## src/rtl/uart_loader.sv

```systemverilog
// uart_loader
// ------------------------------------------------------------------------
// Receive side of the program-load path. Bytes arriving from the UART
// receiver are packed big-endian into 32-bit words. The first word of a
// frame is the word count N; the following N words are written to
// instruction memory at consecutive word addresses starting at 0. Once
// the frame is complete, load_done rises and stays high until reset.
//
// Optional feature (macro UART_LOADER_CHECKSUM_EN):
//   When defined, an 8-bit running sum of all data bytes is kept, and
//   one checksum byte is expected after the last data word. load_ok
//   reports whether it matched (load_ok=1 for an empty frame).
//   When undefined, there is no checksum state and load_ok mirrors
//   load_done.
//
// Parameters:
//   ADDR_W     instruction memory address width in words
//
// Ports:
//   clk        system clock
//   rst        asynchronous, active-high reset
//   rx_data    received byte from the UART receiver
//   rx_valid   one-cycle strobe, rx_data valid this cycle
//   writeaddr  instruction memory word address (word counter mod 2**ADDR_W)
//   writedata  word to write
//   write_en   one-cycle write strobe
//   load_done  level, high once the frame is complete
//   load_ok    level, frame accepted
// ------------------------------------------------------------------------
module uart_loader #(
    parameter int ADDR_W = 10
) (
    input  logic              clk,
    input  logic              rst,
    input  logic [7:0]        rx_data,
    input  logic              rx_valid,
    output logic [ADDR_W-1:0] writeaddr,
    output logic [31:0]       writedata,
    output logic              write_en,
    output logic              load_done,
    output logic              load_ok
);

`ifdef UART_LOADER_CHECKSUM_EN
    typedef enum logic [1:0] {
        S_LEN  = 2'd0,
        S_DATA = 2'd1,
        S_CHK  = 2'd2,
        S_DONE = 2'd3
    } state_t;
`else
    typedef enum logic [1:0] {
        S_LEN  = 2'd0,
        S_DATA = 2'd1,
        S_DONE = 2'd3
    } state_t;
`endif

    state_t              state_q, state_d;
    logic [1:0]          byteCnt_q, byteCnt_d;
    // Only the three most recent bytes need storing: the fourth byte is
    // combined with them combinationally the cycle it arrives, and the
    // oldest byte would be shifted out at that same edge anyway.
    logic [23:0]         shift_q, shift_d;
    logic [31:0]         len_q, len_d;
    logic [31:0]         wordCnt_q, wordCnt_d;
    logic [ADDR_W-1:0]   waddr_q, waddr_d;
    logic [31:0]         wdata_q, wdata_d;
    logic                wen_q, wen_d;
    logic                done_q, done_d;
`ifdef UART_LOADER_CHECKSUM_EN
    logic [7:0]          sum_q, sum_d;
    logic                ok_q, ok_d;
`endif

    logic [31:0]         word;
    logic                wordDone;

    assign word     = {shift_q, rx_data};
    assign wordDone = rx_valid && (byteCnt_q == 2'd3);

    // Next-state logic. Every register holds by default; write_en is a
    // pulse so it defaults low.
    always_comb begin
        state_d   = state_q;
        byteCnt_d = byteCnt_q;
        shift_d   = shift_q;
        len_d     = len_q;
        wordCnt_d = wordCnt_q;
        waddr_d   = waddr_q;
        wdata_d   = wdata_q;
        wen_d     = 1'b0;
        done_d    = done_q;
`ifdef UART_LOADER_CHECKSUM_EN
        sum_d     = sum_q;
        ok_d      = ok_q;
`endif

        case (state_q)
            S_LEN: begin
                if (rx_valid) begin
                    shift_d   = word[23:0];
                    byteCnt_d = byteCnt_q + 2'd1;
                end
                if (wordDone) begin
                    len_d = word;
                    if (word == 32'd0) begin
                        // Empty frame: done is visible the cycle after
                        // the last length byte, and trivially accepted.
                        state_d = S_DONE;
                        done_d  = 1'b1;
`ifdef UART_LOADER_CHECKSUM_EN
                        ok_d    = 1'b1;
`endif
                    end else begin
                        state_d = S_DATA;
                    end
                end
            end

            S_DATA: begin
                if (rx_valid) begin
                    shift_d   = word[23:0];
                    byteCnt_d = byteCnt_q + 2'd1;
`ifdef UART_LOADER_CHECKSUM_EN
                    sum_d     = sum_q + rx_data;
`endif
                end
                if (wordDone) begin
                    wen_d     = 1'b1;
                    wdata_d   = word;
                    waddr_d   = wordCnt_q[ADDR_W-1:0];
                    wordCnt_d = wordCnt_q + 32'd1;
                    if ((wordCnt_q + 32'd1) == len_q) begin
`ifdef UART_LOADER_CHECKSUM_EN
                        state_d = S_CHK;
`else
                        state_d = S_DONE;
`endif
                    end
                end
            end

`ifdef UART_LOADER_CHECKSUM_EN
            S_CHK: begin
                if (rx_valid) begin
                    ok_d    = (rx_data == sum_q);
                    done_d  = 1'b1;
                    state_d = S_DONE;
                end
            end
`endif

            S_DONE: begin
                // Arriving from DATA, the final write strobe is high in
                // the first DONE cycle; done rises one cycle after it.
                done_d = 1'b1;
            end

            default: begin
                state_d = S_LEN;
            end
        endcase
    end

    // State register with asynchronous reset.
    always_ff @(posedge clk or posedge rst) begin
        if (rst) begin
            state_q   <= S_LEN;
            byteCnt_q <= 2'd0;
            shift_q   <= 24'd0;
            len_q     <= 32'd0;
            wordCnt_q <= 32'd0;
            waddr_q   <= '0;
            wdata_q   <= 32'd0;
            wen_q     <= 1'b0;
            done_q    <= 1'b0;
`ifdef UART_LOADER_CHECKSUM_EN
            sum_q     <= 8'd0;
            ok_q      <= 1'b0;
`endif
        end else begin
            state_q   <= state_d;
            byteCnt_q <= byteCnt_d;
            shift_q   <= shift_d;
            len_q     <= len_d;
            wordCnt_q <= wordCnt_d;
            waddr_q   <= waddr_d;
            wdata_q   <= wdata_d;
            wen_q     <= wen_d;
            done_q    <= done_d;
`ifdef UART_LOADER_CHECKSUM_EN
            sum_q     <= sum_d;
            ok_q      <= ok_d;
`endif
        end
    end

    assign writeaddr = waddr_q;
    assign writedata = wdata_q;
    assign write_en  = wen_q;
    assign load_done = done_q;
`ifdef UART_LOADER_CHECKSUM_EN
    assign load_ok   = ok_q;
`else
    assign load_ok   = done_q;
`endif

endmodule

```

## config.mk

```make
export PLATFORM = sky130hd
export DESIGN_NAME = uart_loader
export DESIGN_NICKNAME = d
export VERILOG_FILES = /design/src/rtl/uart_loader.sv
export SDC_FILE = /design/constraint.sdc
export NUM_CORES = 1
export LEC_CHECK = 0
export CAP_MARGIN = 20
export CORE_ASPECT_RATIO = 1.75
export CORE_MARGIN = 1
export CORE_UTILIZATION = 58
export DETAILED_ROUTE_END_ITERATION = 10
export PLACE_DENSITY = 0.87
export REMOVE_ABC_BUFFERS = 1
export SKIP_LAST_GASP = 1
export SLEW_MARGIN = 20
export SYNTH_ARGS = -nofsm -noshare
export SYNTH_HDL_FRONTEND = slang
export SYNTH_SLANG_ARGS = --single-unit
```

## constraint.sdc

```tcl
create_clock -name clk -period 5.4 [get_ports clk]
set_clock_uncertainty 0.1 [all_clocks]
set_input_delay 1.35 -clock clk [delete_from_list [all_inputs] [get_ports clk]]
set_output_delay 1.35 -clock clk [all_outputs]
set_load 0.02 [all_outputs]
```

==> results of run 1 <==
[layer usage]
layer | part of all wire (%) | vias to the layer above
li1 | - | 2107
met1 | 37 | 2320
met2 | 54 | 157
met3 | 3.8 | 52
met4 | 5.2 | 0
met5 | 0 | -
[worst max-delay path: cells and delay by family, from the launching register on]
kind,cells,cell delay [ns]
compound gates,3,0.71
simple gates,3,1.70
xor+xnor,1,0.18
fa+ha+maj,1,0.27
flops,1,0.58
[through the flow]
stage               area [sq um]  instances
finish                      7520        785
global route                7520        785
CTS                         7520        785
detailed placement          6940        754
global placement            6940        754
floorplan                   6160        563
[cell usage after synthesis]
cell type  instances  area share [%]
a2111o_1           1            0.18
a2111oi_0          1            0.14
a211o_1            2            0.28
a211oi_1           2            0.24
a21oi_1            3            0.24
a22oi_1            2            0.24
a31o_2             1            0.14
a31oi_1            5            0.50
and2_1             1           0.099
and3_1             2            0.20
and3b_1            1            0.14
and4_1             2            0.28
buf_1              4            0.24
buf_2              9            0.71
buf_4              1            0.12
clkbuf_1          17             1.0
clkbuf_2           1           0.079
clkinv_1           1           0.060
dfrtp_1          136              54
ha_1               2            0.40
inv_1              4            0.24
mux2_2            57              10
mux2i_1            1            0.16
nand2_1          158             9.4
nand2b_1           3            0.30
nand3_1           17             1.4
nand3_2            2            0.32
nand4_1           15             1.5
nand4_4            1            0.34
nand4b_1           1            0.14
nor2_1            19             1.1
nor3_1            10            0.79
nor3_2             1            0.16
nor3b_1            3            0.36
nor4_1            15             1.5
nor4_4             1            0.34
o21ai_0            5            0.40
o21bai_1           1            0.12
o22ai_1            1           0.099
o31ai_1            3            0.36
or3b_2             1            0.14
or4_1              2            0.24
or4bb_1            1            0.18
xnor2_1           54             7.5
xor2_1            25             3.5
[report_power, final]
| group | internal [W] | switching [W] | leakage [nW] | total, W |
|---|---|---|---|---|
| Combinational | 0.000565 | 0.000597 | 1.37 | 0.00116 |
| Sequential | 0.00131 | 0.000285 | 1.75 | 0.00159 |
| Clock | 0.000704 | 0.000431 | 0.283 | 0.00113 |
[cells by family (layout without fill, tap and decap cells)]
family | after synthesis | after routing | share of synthesized area (%)
simple gates | 256 | 256 | 18.9
flops | 136 | 136 | 54.0
xor+xnor | 79 | 79 | 11.0
mux | 58 | 58 | 10.3
buf+inv | 37 | 97 | 2.46
compound gates | 27 | 27 | 2.92
fa+ha+maj | 2 | 2 | 0.397
[state kept, by name, summed over array words and instances, names as in the netlist]
| name | count |
|---|---|
| writeaddr | 10 |
| write_en | 1 |
| state_q | 2 |
| byteCnt_q | 2 |
| writedata | 32 |
| shift_q | 24 |
| load_done | 1 |
| len_q | 32 |
| wordCnt_q | 32 |
[path summary, 6_finish.rpt]
check,start,end,slack [ns],cells past startpoint
max reg2reg,wordCnt_q[0],state_q[1],1.75,8
max,wordCnt_q[0],state_q[1],1.75,8
min in group asynchronous,rst,writedata[22],1.36,2
min reg2reg,writeaddr[0],writeaddr[0],0.37,2
min,writeaddr[0],writeaddr[0],0.37,2
max in group asynchronous,rst,len_q[8],2.99,3
[cells in the final DEF, fill, tap and decap left out, types with 3 or more instances in the layout]
master and n:
o21ai_0 5, nand2b_1 3, dfrtp_1 136, inv_1 3
clkinv_4 4, nor4_1 15, xor2_1 25, nor3_1 9
nand2_1 158, a31oi_1 5, mux2_2 57, nor2_1 19
clkbuf_16 17, buf_4 5, nor3b_1 3, o31ai_1 3
clkdlybuf4s50_1 55, nand4_1 15, a21oi_1 3, xnor2_1 54
nand3_1 17
[layout make-up]
type	instances	area, sq um	share of cell area (%)
clock buffer	21	460	6.12
sequential	136	3400	45.2
tap	130	163	2.16
timing repair buffer	61	608	8.08
inverter	5	21.3	0.283
clock inverter	10	121	1.61
multi-input combinational	422	2750	36.5
==> summary.txt, run 1 <==
Synthesis
  • Yosys cell types: 45
  • Post-synthesis register bit count: 136
  • Gate Count Post-Synth: 595
  • Post-synthesis sequential area ratio: 54.0%
  • Mean area per synthesized cell: 10.6 sq um
  • Mapped cell area: 0.00630 sq mm
  • Synth warnings: 0

Route
  • Post-route DRC: 0
  • Via density: 5.91
  • Vias post-DR: 4,636
  • Total wire length: 15,100 um
  • Iteration-0 DRC Markers: 359
  • Post-route ant nets: 0
  • TritonRoute pass-1 iters: 5
  • Routed len/inst: 19.3 um

STA
  • Count of final max-slew check failures: 0
  • Setup tns final: 0 ns
  • Final setup vio count: 0
  • Final period utilization: 67.6%
  • Fmax: 0.274 GHz
  • Worst Tran Pin Value: 0.799 ns
  • Hold slack: 0.373 ns
  • Crit path time final: 3.65 ns
  • Worst rel slew slack: 46.7%
  • Hold Vio Cnt, Final: 0
  • Unrepaired setup endpoints after global routing: false
  • Final worst slack: 1.75 ns

Placement
  • Detailed placement HPWL: 10,500 um
  • IO Port Bufs: 55
  • RD Place Congestion: 0.935
  • Placement-stage worst setup slack: 1.49 ns

Clock tree
  • Clock Tree Buf Depth: 2
  • CTS Hold Bufs: 0
  • Clock Sinks: 136
  • Post-CTS setup buffers: 0
  • Clock latency on the worst-skew pair: 0.41 ns
  • Clock Root Buffer: clkbuf_16
  • CTS tree: built
  • CTS H-Tree Depth: 4
  • TritonCTS Buffers: 17
  • Post-CTS sizing: 0
  • Worst-path clk slew: 0.05 ns

Final layout
  • # fillers: 735
  • Final core occ: 70.8%
  • Diode count: 0
  • Layout area overhead: 19.4%
  • Final nets: 656
  • Share of cells above drive strength 1: 15.4%

Die
  • DIE AREA: 0.0113 sq mm
  • Die width: 80.8 um
  • Row count: 50
  • Initial Utilization: 59.2%
  • # IOs: 56
  • Die Height: 140 um
  • Core Area: 0.0106 sq mm

Critical path
  • CP Class: reg -> reg
  • Crit path DAT: 3.86 ns
  • Crit-path slowest cell: nor3_2
  • Slowest stage delay, CP: 0.69 ns
  • Worst setup EP type: flip-flop
  • CP startpoint kind: flip-flop
  • Worst EP required: 5.62 ns
  • Cell chain of the critical path: ha_1 > nand3_1 > nor3_2 > xnor2_1 > a21oi_1 > or4_1 > a2111o_1 > o31ai_1
  • CP Max Fanout: 17

Global routing
  • Total grt overflow: 0
  • Met2 GRT Util: 50.0%
  • Initial antenna violation count: 0
  • Vias in the first global route: 4,917
  • Met1 GRT Util: 34.9%
  • GRT met3 Usage: 6.23%
  • First-pass GRT wire length: 25,200 um
  • Largest net degree at the start of global routing: 74
  • GR Util All Layers: 30.3%
  • GRT Max-Usage Layer: met2

Job
  • Max-capacitance violation count: 0

Pwr
  • P per Cell Area: 517 mW/mm^2
  • Worst IR Drop VDD: 0.421 mV
  • P_leak: 3.40 nW
  • PnR Total Power: 0.00389 W

Run status
  • Status: finished clean

Min path
  • Hold Crit Class: reg -> reg
No activity file was read; power rests on OpenSTA's default activity.
==> run 2: changes to the inputs <==
Settings changed: CORE_UTILIZATION 58 to 52, PLACE_DENSITY 0.87 to 0.83.
Clock period 5.4 ns to 3.25 ns, I/O delays scaled along.
==> summary.txt, run 2 (synthesized netlist as in run 1, its figures left out) <==
Critical path
  • CP Max Fanout: 9 (-8)
  • Crit path DAT: 3.17 ns (-0.69 ns)
  • Slowest stage delay, CP: 0.56 ns (-0.13 ns)
  • Crit-path slowest cell: nor4_4
  • Cell chain of the critical path: nand4_1 > nor4_4 > nand2_1 > xnor2_1 > or4_1 > a2111o_1 > o31ai_1
  • CP Class: reg -> reg
  • CP startpoint kind: flip-flop
  • Worst EP required: 3.48 ns (-2.14 ns)
  • Worst setup EP type: flip-flop

Die
  • Initial Utilization: 53.8% (-5.4 points)
  • Die Height: 148 um (+5.5%)
  • DIE AREA: 0.0126 sq mm (+11%)
  • # IOs: 56 (unchanged)
  • Die width: 85.2 um (+5.5%)
  • Row count: 52 (+4.0%)
  • Core Area: 0.0117 sq mm (+10%)

Clock tree
  • Post-CTS sizing: 0 (unchanged)
  • TritonCTS Buffers: 17 (unchanged)
  • CTS H-Tree Depth: 4 (unchanged)
  • Clock Sinks: 136 (unchanged)
  • CTS Hold Bufs: 0 (unchanged)
  • Clock Root Buffer: clkbuf_16
  • Clock latency on the worst-skew pair: 0.43 ns (+0.02 ns)
  • Clock Tree Buf Depth: 2 (unchanged)
  • CTS tree: built
  • Post-CTS setup buffers: 0 (unchanged)
  • Worst-path clk slew: 0.06 ns (about the same)

STA
  • Final setup vio count: 0 (unchanged)
  • Final worst slack: 0.311 ns (-1.44 ns)
  • Fmax: 0.340 GHz (+24%)
  • Worst rel slew slack: 60.5% (+14 points)
  • Worst Tran Pin Value: 0.593 ns (-0.206 ns)
  • Crit path time final: 2.94 ns (-0.710 ns)
  • Final period utilization: 90.4% (+23 points)
  • Count of final max-slew check failures: 0 (unchanged)
  • Unrepaired setup endpoints after global routing: false
  • Hold Vio Cnt, Final: 0 (unchanged)

Route
  • Post-route ant nets: 0 (unchanged)
  • Post-route DRC: 0 (unchanged)
  • TritonRoute pass-1 iters: 4 (-1)
  • Iteration-0 DRC Markers: 267 (-26%)
  • Vias post-DR: 4,502 (-2.9%)
  • Routed len/inst: 18.4 um (-4.3%)
  • Via density: 5.61 (-5.1%)
  • Total wire length: 14,800 um (-2.1%)

Final layout
  • Area occupied by multi-input gates: 0.00275 sq mm (unchanged)
  • Final nets: 668 (+1.8%)
  • Most common cell after layout, fill and taps aside: nand2_1
  • Most frequent cells in the layout: 158 x nand2_1, 136 x dfrtp_1, 57 x mux2_2
  • Layout area overhead: 21.2%
  • Register area: 0.00340 sq mm (unchanged)
  • Diode count: 0 (unchanged)
  • Share of cells above drive strength 1: 17.4% (+1.9 points)
  • # fillers: 897 (+22%)

Run status
  • Status: finished clean

Global routing
  • First-pass GRT wire length: 24,800 um (-1.6%)
  • Total grt overflow: 0 (unchanged)
  • Initial antenna violation count: 0 (unchanged)
  • GR Util All Layers: 26.1% (-4.2 points)
  • Largest net degree at the start of global routing: 61 (-18%)
  • Vias in the first global route: 4,774 (-2.9%)

Pwr
  • P per Cell Area: 847 mW/mm^2 (+64%)
  • Worst IR Drop VDD: 0.537 mV (+28%)
  • Sequential power share: 40.7% (-0.2 points)
  • P_leak: 3.47 nW (+2.1%)
  • Switch share: 34.9% (+1.1 points)
  • PnR Total Power: 0.00647 W (+66%)
  • P_int: 0.00421 W (+63%)
  • Sw power: 0.00226 W (+72%)
  • Combinational share of power: 30.0% (about the same)
  • Clock power share: 29.3% (about the same)

Placement
  • RD Place Congestion: 0.969 (+3.6%)
  • Placement-stage worst setup slack: -0.0544 ns (-1.54 ns)
  • Detailed placement HPWL: 10,700 um (+1.5%)
  • IO Port Bufs: 55 (unchanged)

Min path
  • Hold Crit Class: reg -> reg

Job
  • Max-capacitance violation count: 0 (unchanged)
[run 2: changes by cell type in the layout (fill, tap and decap cells not counted), moves of 2 or more]
cell,delta
buf_4,+11
clkbuf_1,-2
clkbuf_8,-2
inv_6,+4
inv_8,+3
[run 2: through the flow]
stage	area, sq um	hold slack [ns]	std cells	TNS (ns)	utilization [%]
2_1_floorplan	6160	0.353	563	-240.86	-
3_3_place_gp	7050	0.359	771	-0.0556	60.2
3_5_place_dp	7050	0.361	771	-0.0544	60.2
4_1_cts	7640	0.377	803	0	65.2
5_1_grt	7640	0.402	803	0	65.2
6_report	7640	0.376	803	0	65.2
[run 2: layout make-up]
cell class	instances	share of cell area, %
inverters	5	0.279
well taps	135	2.21
flip-flops and latches	136	44.6
multi-input cells	422	36.0
clock buffers	17	5.57
clock inverters	15	2.10
repair buffers	73	9.31
[run 2: worst paths after layout]
| kind | slack [ns] | depth (start not counted) | start | to |
|---|---|---|---|---|
| max | 0.31 | 7 | wordCnt_q[11] | state_q[1] |
| min | 0.38 | 2 | writedata[17] | writedata[17] |
| max reg2reg | 0.31 | 7 | wordCnt_q[11] | state_q[1] |
| min reg2reg | 0.38 | 2 | writedata[17] | writedata[17] |
| max in group asynchronous | 1.69 | 3 | rst | wordCnt_q[10] |
| min in group asynchronous | 0.66 | 2 | rst | writedata[16] |
[run 2: layer usage]
| layer | track usage, % | wire (um) |
|---|---|---|
| met4 | 12.3 | 634 |
| met5 | 0 | 0 |
| met3 | 4.75 | 397 |
| met1 | 29.2 | 5560 |
| met2 | 47.3 | 8230 |
[run 2: power groups by stage]
stage / Clock, W / Sequential, W / Combinational [W]
after floorplan: 0 / 0.00275 / 0.000987
after global placement: 0 / 0.00263 / 0.00188
after detailed placement: 0 / 0.00265 / 0.00195
after CTS: 0.00191 / 0.00263 / 0.00197
after global routing: 0.00199 / 0.00268 / 0.00212
final: 0.00189 / 0.00263 / 0.00194
[run 2: worst max-delay path: cells and delay by family (launching register included)]
kind	cells	cell delay (ns)
AND/OR/NAND/NOR	4	1.50
AO/OA/AOI/OAI	2	0.59
flip-flops	1	0.50
XOR/XNOR	1	0.15
==> run 3: changes to the inputs <==
Settings changed: REMOVE_ABC_BUFFERS 1 to not set.
==> summary.txt, run 3 (synthesized netlist as in run 1, its figures left out) <==
Route
  • Via density: 5.78 (+3.0%)
  • Post-route DRC: 0 (unchanged)
  • Total wire length: 15,300 um (+3.4%)
  • TritonRoute pass-1 iters: 4 (unchanged)
  • Post-route ant nets: 0 (unchanged)
  • Vias post-DR: 4,621 (+2.6%)
  • Iteration-0 DRC Markers: 350 (+31%)
  • Routed len/inst: 19.1 um (+3.7%)

Global routing
  • GRT Max-Usage Layer: met2
  • Largest net degree at the start of global routing: 56 (-8.2%)
  • First-pass GRT wire length: 25,200 um (+1.8%)
  • Initial antenna violation count: 0 (unchanged)
  • GR Util All Layers: 26.4% (+0.29 points)
  • GRT met3 Usage: 3.69% (-1.1 points)
  • Met2 GRT Util: 47.7% (+0.32 points)
  • Vias in the first global route: 4,918 (+3.0%)
  • Met1 GRT Util: 29.9% (+0.71 points)
  • Total grt overflow: 0 (unchanged)

STA
  • Worst rel slew slack: 60.6% (+0.16 points)
  • Fmax: 0.330 GHz (-3.0%)
  • Crit path time final: 3.03 ns (+0.0896 ns)
  • Unrepaired setup endpoints after global routing: false
  • Final period utilization: 93.2% (+2.8 points)
  • Count of final max-slew check failures: 0 (unchanged)
  • Worst Tran Pin Value: 0.591 ns (-0.00240 ns)
  • Final setup vio count: 0 (unchanged)
  • Hold Vio Cnt, Final: 0 (unchanged)
  • Setup tns final: 0 ns (unchanged)

Pwr
  • Worst IR Drop VDD: 0.612 mV (+14%)
  • Sequential power share: 39.3% (-1.4 points)
  • Combinational share of power: 29.6% (-0.4 points)
  • P_leak: 3.48 nW (about the same)
  • P per Cell Area: 865 mW/mm^2 (+2.2%)
  • Sw power: 0.00218 W (-3.5%)
  • Clock power share: 31.1% (+1.8 points)
  • Switch share: 32.8% (-2.1 points)
  • P_int: 0.00446 W (+6.0%)

Die
  • # IOs: 56 (unchanged)
  • Die Height: 148 um (unchanged)
  • Initial Utilization: 53.8% (unchanged)
  • DIE AREA: 0.0126 sq mm (unchanged)
  • Die width: 85.2 um (unchanged)
  • Row count: 52 (unchanged)
  • Core Area: 0.0117 sq mm (unchanged)

Clock tree
  • CTS tree: built
  • Post-CTS sizing: 0 (unchanged)
  • Clock Tree Buf Depth: 2 (unchanged)
  • TritonCTS Buffers: 17 (unchanged)
  • CTS Hold Bufs: 0 (unchanged)
  • Clock latency on the worst-skew pair: 0.42 ns (about the same)
  • Clock Sinks: 136 (unchanged)
  • CTS H-Tree Depth: 4 (unchanged)
  • Post-CTS setup buffers: 0 (unchanged)
  • Clock Root Buffer: clkbuf_16
  • Worst-path clk slew: 0.06 ns (about the same)

Critical path
  • Cell chain of the critical path: ha_1 > nand3_1 > nor3_2 > xnor2_1 > a21oi_1 > or4_1 > a2111o_1 > o31ai_1
  • Slowest stage delay, CP: 0.54 ns (-0.02 ns)
  • Crit path DAT: 3.24 ns (+0.07 ns)
  • CP startpoint kind: flip-flop
  • Worst EP required: 3.46 ns (-0.02 ns)
  • CP Class: reg -> reg
  • CP Max Fanout: 8 (-1)
  • Bufs and invs on worst path: 0 (unchanged)
  • Crit-path slowest cell: dfrtp_1
  • Worst setup EP type: flip-flop
  • Delay-heaviest family, CP: simple AND/OR/NAND/NOR gates
  • R2R setup slack: 0.22 ns (-0.09 ns)

Min path
  • Hold Crit Class: reg -> reg

Final layout
  • Final nets: 666 (-0.30%)
  • Final core occ: 65.5% (+0.33 points)
  • Share of cells above drive strength 1: 16.8% (-0.52 points)
  • Most common cell after layout, fill and taps aside: nand2_1
  • Diode count: 0 (unchanged)
  • Most frequent cells in the layout: 158 x nand2_1, 136 x dfrtp_1, 57 x mux2_2
  • Layout area overhead: 21.8%
  • Final cell count without fillers: 800 (-0.37%)

Placement
  • RD Place Congestion: 0.989 (+2.0%)
  • Detailed placement HPWL: 10,700 um (+0.31%)
  • IO Port Bufs: 55 (unchanged)
  • Post-placement cell count: 769 (-0.26%)

Synthesis
  • Syn Nets: 608

Run status
  • Status: finished clean

Job
  • Max-capacitance violation count: 0 (unchanged)
run 3: changes by cell type in the layout (fill, tap and decap cells not counted), moves of 2 or more:
cell,previous run,this run
inv_8,3,0
inv_6,5,1
bufinv_16,1,4
clkbuf_8,0,3
clkinvlp_4,0,2
buf_4,16,14
run 3: per-stage QoR:
step                      instance area (sq um)  power, W  setup WS [ns]  hold WS (ns)
after CTS                                  7680   0.00667          0.216         0.378
after global routing                       7680   0.00695         0.0206         0.405
after global placement                     7040   0.00448         0.0113         0.361
final                                      7680   0.00664          0.221         0.379
after detailed placement                   7040   0.00457         -0.124         0.364
after floorplan                            6300   0.00376          0.458         0.353
run 3: layer usage:
metal | up-vias | share of wire [%]
met5 | - | 0
met4 | 0 | 3.3
met3 | 36 | 3.4
met2 | 115 | 55
met1 | 2345 | 38
li1 | 2125 | -
run 3: final timing paths:
| kind | start | to | depth (start not counted) |
|---|---|---|---|
| setup / recovery | wordCnt_q[0] | state_q[1] | 8 |
| hold / removal | writeaddr[0] | writeaddr[0] | 2 |
| setup reg to reg | wordCnt_q[0] | state_q[1] | 8 |
| hold reg to reg | writeaddr[0] | writeaddr[0] | 2 |
| max in group asynchronous | rst | len_q[27] | 3 |
| min in group asynchronous | rst | shift_q[23] | 2 |
run 3: power by group through the flow:
| stage | Sequential [W] | Combinational [W] | Clock, W |
|---|---|---|---|
| after floorplan | 0.00272 | 0.00104 | 0 |
| after global placement | 0.00259 | 0.00189 | 0 |
| after detailed placement | 0.00263 | 0.00195 | 0 |
| after CTS | 0.00260 | 0.00198 | 0.00208 |
| after global routing | 0.00267 | 0.00213 | 0.00215 |
| final | 0.00261 | 0.00197 | 0.00206 |
run 3: final cells by class:
type                            instances  area (sq um)
Clock buffer                           21           470
Clock inverter                         10           168
Fill cell                             859          4040
Inverter                                5          22.5
Multi-Input combinational cell        422          2750
Sequential cell                       136          3400
Tap cell                              135           169
Timing Repair Buffer                   71           696
run 3: worst register-to-register path, cell delays in order, from the launching register on:
cell and delay (ns):
dfrtp_1 0.54, ha_1 0.28, nand3_1 0.29, nor3_2 0.32, xnor2_1 0.14, a21oi_1 0.10
or4_1 0.53, a2111o_1 0.35, o31ai_1 0.27
